$ cat src/rtl/pwm_dt_pkg.sv
// pwm_dt_pkg: shared state codes, register offsets and CTRL bit positions for pwm_deadtime
package pwm_dt_pkg;
  typedef enum logic [2:0] {
    OFF     = 3'd0,
    LO_ON   = 3'd1,
    DT_RISE = 3'd2,
    HI_ON   = 3'd3,
    DT_FALL = 3'd4
  } state_e;
  localparam logic [1:0] REG_CTRL    = 2'd0;
  localparam logic [1:0] REG_DT_RISE = 2'd1;
  localparam logic [1:0] REG_DT_FALL = 2'd2;
  localparam logic [1:0] REG_STATUS  = 2'd3;
  localparam int CTRL_EN     = 0;
  localparam int CTRL_POL_HI = 1;
  localparam int CTRL_POL_LO = 2;
endpackage

$ cat src/rtl/dt_down_counter.sv
// dt_down_counter: loadable down counter with zero flag, shared by the rise and fall dead times
//   clk_i, rst_ni : clock, async active-low reset
//   load, load_val: load the count (has priority over dec)
//   dec           : decrement, holds at zero
//   zero          : count is zero
module dt_down_counter #(
  parameter int DTW = 8
) (
  input  logic           clk_i,
  input  logic           rst_ni,
  input  logic           load,
  input  logic [DTW-1:0] load_val,
  input  logic           dec,
  output logic           zero
);
  logic [DTW-1:0] cnt;
  always_ff @(posedge clk_i or negedge rst_ni)
    if (!rst_ni) cnt <= '0;
    else if (load) cnt <= load_val;
    else if (dec && !zero) cnt <= cnt - 1'b1;
  assign zero = cnt == '0;
endmodule

$ cat src/rtl/pwm_deadtime.sv
// pwm_deadtime: turns a single-ended PWM into a complementary hi/lo pair with independent rise/fall dead times
//   clk_i, rst_ni          : clock, async active-low reset
//   valid_i/ready_o/we_i   : register bus, one-cycle ack
//   addr_i[3:2], wdata_i   : CTRL, DT_RISE, DT_FALL, STATUS
//   rdata_o                : read data during ready_o, else 0
//   pwm_i                  : upstream PWM, same clock domain
//   pwm_hi_o, pwm_lo_o     : registered, polarity-adjusted half-bridge drives
module pwm_deadtime
  import pwm_dt_pkg::*;
#(
  parameter int DTW = 8
) (
  input  logic        clk_i,
  input  logic        rst_ni,
  input  logic        valid_i,
  output logic        ready_o,
  input  logic        we_i,
  input  logic [31:0] addr_i,
  input  logic [31:0] wdata_i,
  output logic [31:0] rdata_o,
  input  logic        pwm_i,
  output logic        pwm_hi_o,
  output logic        pwm_lo_o
);
  state_e         state, state_n;
  logic [2:0]     ctrl;
  logic [DTW-1:0] dt_rise, dt_fall, load_val;
  logic           swallow, set_swallow, load, dec, zero, acc, wr;
  logic [1:0]     reg_sel;
  logic [31:0]    rd_mux;
  logic           unused_bits;
  assign unused_bits = ^{addr_i[31:4], addr_i[1:0], wdata_i[31:DTW]};
  assign reg_sel = addr_i[3:2];
  // an access is taken only when not already acking, so a held valid_i acks every other cycle
  assign acc = valid_i && !ready_o;
  assign wr  = acc && we_i;
  always_comb
    rd_mux = reg_sel == REG_CTRL    ? {29'd0, ctrl} :
             reg_sel == REG_DT_RISE ? {{(32-DTW){1'b0}}, dt_rise} :
             reg_sel == REG_DT_FALL ? {{(32-DTW){1'b0}}, dt_fall} :
                                      {28'd0, state, swallow};
  dt_down_counter #(.DTW(DTW)) u_cnt (
    .clk_i   (clk_i),
    .rst_ni  (rst_ni),
    .load    (load),
    .load_val(load_val),
    .dec     (dec),
    .zero    (zero)
  );
  always_comb begin
    state_n     = state;
    load        = 1'b0;
    dec         = 1'b0;
    load_val    = dt_rise - 1'b1;
    set_swallow = 1'b0;
    if (!ctrl[CTRL_EN]) state_n = OFF;
    else
      case (state)
        OFF:     state_n = pwm_i ? HI_ON : LO_ON;
        LO_ON:
          if (pwm_i) begin
            state_n  = dt_rise == '0 ? HI_ON : DT_RISE;
            load     = 1'b1;
            load_val = dt_rise - 1'b1;
          end
        DT_RISE:
          if (!pwm_i) begin
            state_n     = LO_ON;
            set_swallow = 1'b1;
          end else if (zero) state_n = HI_ON;
          else dec = 1'b1;
        HI_ON:
          if (!pwm_i) begin
            state_n  = dt_fall == '0 ? LO_ON : DT_FALL;
            load     = 1'b1;
            load_val = dt_fall - 1'b1;
          end
        DT_FALL:
          if (pwm_i) begin
            state_n     = HI_ON;
            set_swallow = 1'b1;
          end else if (zero) state_n = LO_ON;
          else dec = 1'b1;
        default: state_n = OFF;
      endcase
  end
  always_ff @(posedge clk_i or negedge rst_ni)
    if (!rst_ni) begin
      state    <= OFF;
      ctrl     <= '0;
      dt_rise  <= '0;
      dt_fall  <= '0;
      swallow  <= 1'b0;
      ready_o  <= 1'b0;
      rdata_o  <= '0;
      pwm_hi_o <= 1'b0;
      pwm_lo_o <= 1'b0;
    end else begin
      state    <= state_n;
      ready_o  <= acc;
      rdata_o  <= acc ? rd_mux : '0;
      if (wr && reg_sel == REG_CTRL) ctrl <= wdata_i[2:0];
      if (wr && reg_sel == REG_DT_RISE) dt_rise <= wdata_i[DTW-1:0];
      if (wr && reg_sel == REG_DT_FALL) dt_fall <= wdata_i[DTW-1:0];
      swallow  <= set_swallow || (swallow && !(wr && reg_sel == REG_STATUS && wdata_i[0]));
      // outputs decode the next state so they change on the same edge as the state flop
      pwm_hi_o <= (state_n == HI_ON) ^ ctrl[CTRL_POL_HI];
      pwm_lo_o <= (state_n == LO_ON) ^ ctrl[CTRL_POL_LO];
    end
endmodule

$ cat config.mk
export PLATFORM = sky130hd
export DESIGN_NAME = pwm_deadtime
export DESIGN_NICKNAME = d
export VERILOG_FILES = /design/src/rtl/pwm_dt_pkg.sv /design/src/rtl/dt_down_counter.sv /design/src/rtl/pwm_deadtime.sv
export SDC_FILE = /design/constraint.sdc
export NUM_CORES = 1
export LEC_CHECK = 0
export CORE_UTILIZATION = 45
export DETAILED_ROUTE_END_ITERATION = 8
export GPL_ROUTABILITY_DRIVEN = 0
export GPL_TIMING_DRIVEN = 0
export PLACE_DENSITY = 0.88
export SLEW_MARGIN = 15
export SYNTH_ARGS = -nofsm -noshare
export SYNTH_HDL_FRONTEND = slang
export SYNTH_HIERARCHICAL = 1
export SYNTH_SLANG_ARGS = --single-unit
$ cat constraint.sdc
create_clock -name clk_i -period 6.8 [get_ports clk_i]
set_clock_uncertainty 0.15 [all_clocks]
set_input_delay 2.04 -clock clk_i [delete_from_list [all_inputs] [get_ports clk_i]]
set_output_delay 2.04 -clock clk_i [all_outputs]
set_load 0.005 [all_outputs]
==> results of run 1 <==
==> worst max-delay path: stages <==
cell and delay (ps):
clkbuf_1 270, nand2_1 120, nor2_1 110, a21oi_1 50
nor3_1 620, or4b_1 570, o311a_2 360, a221o_1 260
==> layout make-up <==
| type | instances | area, sq um |
|---|---|---|
| fill | 478 | 2420 |
| multi-input combinational | 195 | 1330 |
| sequential | 42 | 1050 |
| timing repair buffer | 23 | 243 |
| buffer | 34 | 231 |
| tap | 72 | 90.1 |
| clock buffer | 5 | 68.8 |
| clock inverter | 3 | 43.8 |
| inverter | 10 | 37.5 |
==> routing by layer <==
layer	vias up	wire length (microns)
li1	974	-
met1	963	2400
met2	74	2620
met3	8	323
met4	0	76
met5	-	0
==> cell usage in the layout (no fill, tap or decap), drive strengths merged, types with 4 or more instances in the layout <==
cell type,Yosys,layout
dfrtp,42,42
inv,9,10
xor2,4,4
buf,30,32
nor2b,7,7
xnor2,9,9
conb,1,24
a21oi,10,10
a22oi,5,5
nand2,14,14
clkdlybuf4s50,0,21
nor3b,5,5
clkbuf,4,9
o21ai,13,13
nor4,4,4
nor3,7,7
ha,5,5
mux2,16,16
nor2,20,20
and3,4,4
nand2b,5,5
==> kinds of logic (layout without fill, tap and decap cells) <==
group	count (synthesis)	in the layout	share of synthesized area [%]
AOI/OAI and AO/OA	47	47	12.6
xor gates and xnor gates	13	13	4.45
adders and majority gates	5	5	2.44
buffers and inverters	44	75	10.5
DFF	42	42	41.1
muxes	22	22	10.9
other	1	24	0.147
and+or+nand+nor	84	84	17.9
==> stage by stage <==
step / instance area [sq um] / utilization, % / setup slack [ps] / total power, mW / hold slack, ps
global route: 3090 / 56.1 / 2270 / 0.970 / 392
detailed placement: 2980 / 54.1 / 2160 / 0.709 / 342
floorplan: 2650 / - / 2500 / 0.609 / 303
CTS: 3090 / 56.1 / 2470 / 0.914 / 367
global placement: 2960 / 53.7 / 2200 / 0.693 / 344
finish: 3090 / 56.1 / 2450 / 0.914 / 367
==> registers in the layout (all words and copies together) (netlist names) <==
name / count
state: 3
rdata_o: 8
dt_rise: 8
u_cnt/cnt: 8
pwm_lo_o: 1
ctrl: 3
pwm_hi_o: 1
dt_fall: 8
swallow: 1
ready_o: 1
==> report_power, final <==
part / internal [mW] / switching [mW]
clock network: 0.110 / 0.0917
registers: 0.317 / 0.0827
logic: 0.166 / 0.147
==> how the worst max path moves through the flow <==
| stage | start | slack, ps | endpoint |
|---|---|---|---|
| after floorplan | pwm_i | 2500 | u_cnt/cnt[5]$_DFFE_PN0P_ |
| after global routing | pwm_i | 2270 | u_cnt/cnt[5]$_DFFE_PN0P_ |
| after detailed placement | pwm_i | 2160 | u_cnt/cnt[5]$_DFFE_PN0P_ |
| final | pwm_i | 2450 | u_cnt/cnt[5]$_DFFE_PN0P_ |
| after CTS | pwm_i | 2470 | u_cnt/cnt[5]$_DFFE_PN0P_ |
| after global placement | pwm_i | 2200 | u_cnt/cnt[5]$_DFFE_PN0P_ |
==> metrics, run 1 <==
share of cells above drive strength 1 21.5%; RSZ-0062 raised after global routing no; hpwl dp 4080 microns; Slew HR 34.2%; asr flop ratio synth 100%; flop2flop setup slack 3580 ps; post-CTS setup buffers 0; Clk Tree Root Cell clkbuf_8; Post-synth top cells 42 x dfrtp_1, 24 x buf_4, 20 x nor2_1, 16 x mux2_2, 14 x nand2_1; largest cells by area after synthesis dfrtp_1 41%, buf_4 7.0%, mux2_2 7.0%, xnor2_1 3.1%, nor2_1 2.9%; PwrDens 296 nW/um^2; Synth Instances 258; Final Non-Filler Cells 384; TritonRoute pass-1 iters 4; leak pwr 1.36 nW; Vias per Instance 5.26; hold_sp ctrl[2]$_DFFE_PN0P_; routing usage on met1 26.1%; htree depth 2; wire per inst 14.1 microns; Worst-Margin Slew 978 ps; Synth Area per Inst 9.92 sq um; Post-Syn Area 2560 sq um; kind of critical path input port to flip-flop; clock sink count 42; total number of vias 2,019; number of flops mapped to enable cells by yosys 0; Clock Latency Late Sink 310 ps; Die Span X 77.4 microns; DIE HEIGHT 77.4 microns; setup TNS 0 ps; CTS Buf Count 5; Global Route met2 Usage 29.6%; met3 usage 5.65%; clk slew on worst S/H paths 80 ps; CP required 6840 ps; Crit Path Max Fanout 9; initial antenna violation count 0; synth unique cells 50; post-synthesis sequential area ratio 41.1%; placed insts 376; final slew viol count 0; Port Buffer Count 22; arrival time of the worst setup path 4400 ps; routed wire length 5420 microns; CP endpoint kind flip-flop; path type of the worst min-delay path flip-flop to flip-flop; Layout Area Growth over Synthesis 20.8%; # setup viols final 0; Reg-to-Reg Start u_cnt/cnt[0]$_DFFE_PN0P_; Tot GR Track Use 19.4%; initial DRC count 204; Reg2Reg Depth 8; Antenna diodes 0; status finished, final reports clean; Tcrit/Tclk final 64.0%; Seq cells post-synth 42; core area 5510 sq um; Tmin final 4350 ps; Hold Path End pwm_lo_o$_DFF_PN0_; CTS Buffer Depth 2; Final Hold Vio Count 0; Top FF cell, synth dfrtp_1; most common cell in the netlist dfrtp_1; nets 385; number of global-route vias before repair 1,749; largest net degree at the start of global routing 25; Max-Cap Viols 0; Top Ports 104; CTS tree yes; FP Rows 27; DIE AREA 5990 sq um; Yosys top cell by area dfrtp_1; f_max 230 MHz; grt total ovfl 0; Detail Route Antenna Nets 0; initial core utilization 46.5%; Hold-fix buffers, CTS 0; Warnings, synthesis 6; r2r endpoint u_cnt/cnt[5]$_DFFE_PN0P_; Worst IR Drop VDD 0.197 mV; crit start category input port; most crowded layer after global routing met2; DRC viols 0; worst hold stages 1; first-pass GRT wire length 8830 microns; area fraction of the dominant cell type after synthesis 41.1%; post-cts resize count 0
(Power assumes the default switching activity.)
==> inputs of run 2 (changes only) <==
--- a/config.mk
+++ b/config.mk
@@ -5,11 +5,11 @@
 export SDC_FILE = /design/constraint.sdc
 export NUM_CORES = 1
 export LEC_CHECK = 0
-export CORE_UTILIZATION = 45
+export CORE_UTILIZATION = 44
 export DETAILED_ROUTE_END_ITERATION = 8
 export GPL_ROUTABILITY_DRIVEN = 0
 export GPL_TIMING_DRIVEN = 0
-export PLACE_DENSITY = 0.88
+export PLACE_DENSITY = 0.87
 export SLEW_MARGIN = 15
 export SYNTH_ARGS = -nofsm -noshare
 export SYNTH_HDL_FRONTEND = slang
==> constraint.sdc (replaced) <==
create_clock -name clk_i -period 4.1 [get_ports clk_i]
set_clock_uncertainty 0.15 [all_clocks]
set_input_delay 1.23 -clock clk_i [delete_from_list [all_inputs] [get_ports clk_i]]
set_output_delay 1.23 -clock clk_i [all_outputs]
set_load 0.005 [all_outputs]
==> metrics, run 2 (synthesis results as in run 1) <==
Hold-fix buffers, CTS 0 (unchanged); clock sink count 42 (unchanged); CP endpoint kind flip-flop; Crit path max-delay family simple AND/OR/NAND/NOR gates; Final Hold Vio Count 0 (unchanged); # setup viols final 0 (unchanged); number of global-route vias before repair 1,936 (+11%); Tcrit/Tclk final 86.3%; routed wire length 5700 microns (+5.3%); Buf+Inv Stages, Crit Path 1 (unchanged); Setup WS pre-CTS 277 ps (-1880 ps); Reg-to-Reg Start u_cnt/cnt[0]$_DFFE_PN0P_; hpwl dp 4260 microns (+4.2%); DIE HEIGHT 78.3 microns (+1.1%); initial DRC count 149 (-27%); CTS tree yes; setup TNS 0 ps (unchanged); wire per inst 14.8 microns (+5.3%); Die Span X 78.3 microns (+1.1%); initial core utilization 46.2% (-0.28 points); CP max stage cell nor3_1; final worst-path setup slack 561 ps (-1890 ps); FP Rows 27 (unchanged); Hold Path End pwm_lo_o$_DFF_PN0_; r2r endpoint u_cnt/cnt[5]$_DFFE_PN0P_; post-CTS setup buffers 0 (unchanged); arrival time of the worst setup path 3580 ps (-820 ps); RSZ-0062 raised after global routing no; final slew viol count 0 (unchanged); Clock Latency Late Sink 310 ps (about the same); initial antenna violation count 0 (unchanged); Layout Area Growth over Synthesis 19.8%; f_max 283 MHz; grt total ovfl 0 (unchanged); nets 385 (unchanged); path type of the worst min-delay path flip-flop to flip-flop; Detail Route Antenna Nets 0 (unchanged); crit start category input port; worst hold stages 1 (unchanged); Tmin final 3540 ps; flop2flop setup slack 860 ps (-2720 ps); kind of critical path input port to flip-flop; Worst-Margin Slew 914 ps (-64.2 ps); hold_sp ctrl[2]$_DFFE_PN0P_; Vias per Instance 5.43 (+3.3%); Max-Cap Viols 0 (unchanged); Tot GR Track Use 20.0% (+0.64 points); htree depth 2 (unchanged); Reg2Reg Depth 8 (unchanged); Antenna diodes 0 (unchanged); core area 5540 sq um (+0.61%); worst stage delay on the critical path 630 ps (about the same); most common cell after layout, fill and taps aside dfrtp_1; commonest non-fill, non-tap cells in the layout 42 x dfrtp_1, 24 x buf_4, 24 x conb_1; Worst IR Drop VDD 0.350 mV (+78%); CP Cell Sequence clkbuf_1, nand2_1, nor2_1, a21oi_1, nor3_1, or4b_1, o311a_2, a221o_1; CP required 4140 ps (-2700 ps); DRC viols 0 (unchanged); largest net degree at the start of global routing 26 (+4.0%); leak pwr 1.35 nW (-0.98%); clk slew on worst S/H paths 70 ps (about the same); DIE AREA 6120 sq um (+2.2%); TritonRoute pass-1 iters 5 (+1); post-cts resize count 0 (unchanged); final instance area 3060 sq um (-0.85%); CTS Buf Count 5 (unchanged); PwrDens 475 nW/um^2 (+60%); Top Ports 104 (unchanged); CTS Buffer Depth 2 (unchanged); Crit Path Max Fanout 9 (unchanged); Slew HR 38.5% (+4.3 points); share of cells above drive strength 1 21.2% (-0.32 points); first-pass GRT wire length 9230 microns (+4.5%); Clk Tree Root Cell clkbuf_8; total number of vias 2,085 (+3.3%); status finished, final reports clean; Port Buffer Count 22 (unchanged); Placed Area 2980 sq um (unchanged)
run 2: area by class of cell:
class / instances / area [sq um]
sequential: 42 / 1050
inverter: 10 / 37.5
timing repair buffer: 23 / 243
multi-input combinational: 195 / 1330
buffer: 34 / 231
clock buffer: 6 / 72.6
clock inverter: 2 / 13.8
fill: 496 / 2480
tap: 72 / 90.1
run 2: worst max-delay path by stage:
stage / endpoint / slack [ps] / cells after the start / startpoint
2_1_floorplan: u_cnt/cnt[5]$_DFFE_PN0P_ / 610 / 8 / pwm_i
3_3_place_gp: u_cnt/cnt[5]$_DFFE_PN0P_ / 340 / 8 / pwm_i
3_5_place_dp: u_cnt/cnt[5]$_DFFE_PN0P_ / 280 / 8 / pwm_i
4_1_cts: u_cnt/cnt[5]$_DFFE_PN0P_ / 590 / 8 / pwm_i
5_1_grt: u_cnt/cnt[5]$_DFFE_PN0P_ / 350 / 8 / pwm_i
6_report: u_cnt/cnt[5]$_DFFE_PN0P_ / 560 / 8 / pwm_i
run 2: per-stage QoR:
| stage | cells | total power, mW | hold WS, ps | utilization [%] |
|---|---|---|---|---|
| final | 384 | 1.45 | 374 | 55.3 |
| after global routing | 384 | 1.55 | 388 | 55.3 |
| after global placement | 375 | 1.15 | 343 | 53.3 |
| after floorplan | 281 | 1.01 | 303 | - |
| after CTS | 384 | 1.45 | 379 | 55.3 |
| after detailed placement | 376 | 1.18 | 368 | 53.7 |
run 2: per-layer routing:
| layer | track usage [%] | part of all wire, % |
|---|---|---|
| met1 | 24.5 | 40 |
| met2 | 32.8 | 49 |
| met3 | 4.77 | 7.0 |
| met4 | 10.6 | 3.5 |
| met5 | 0 | 0 |
run 2: where the power goes:
part / total [mW] / switching (mW) / internal (mW)
clock: 0.263 / 0.143 / 0.120
sequential: 0.667 / 0.141 / 0.526
combinational: 0.524 / 0.249 / 0.275
==> inputs of run 3 (changes only) <==
--- a/config.mk
+++ b/config.mk
@@ -9,6 +9,7 @@
 export DETAILED_ROUTE_END_ITERATION = 8
 export GPL_ROUTABILITY_DRIVEN = 0
 export GPL_TIMING_DRIVEN = 0
+export HOLD_SLACK_MARGIN = 0.15
 export PLACE_DENSITY = 0.87
 export SLEW_MARGIN = 15
 export SYNTH_ARGS = -nofsm -noshare
==> results of run 3 <==
The final DEF is identical to that of run 2; final timing and power are the same.
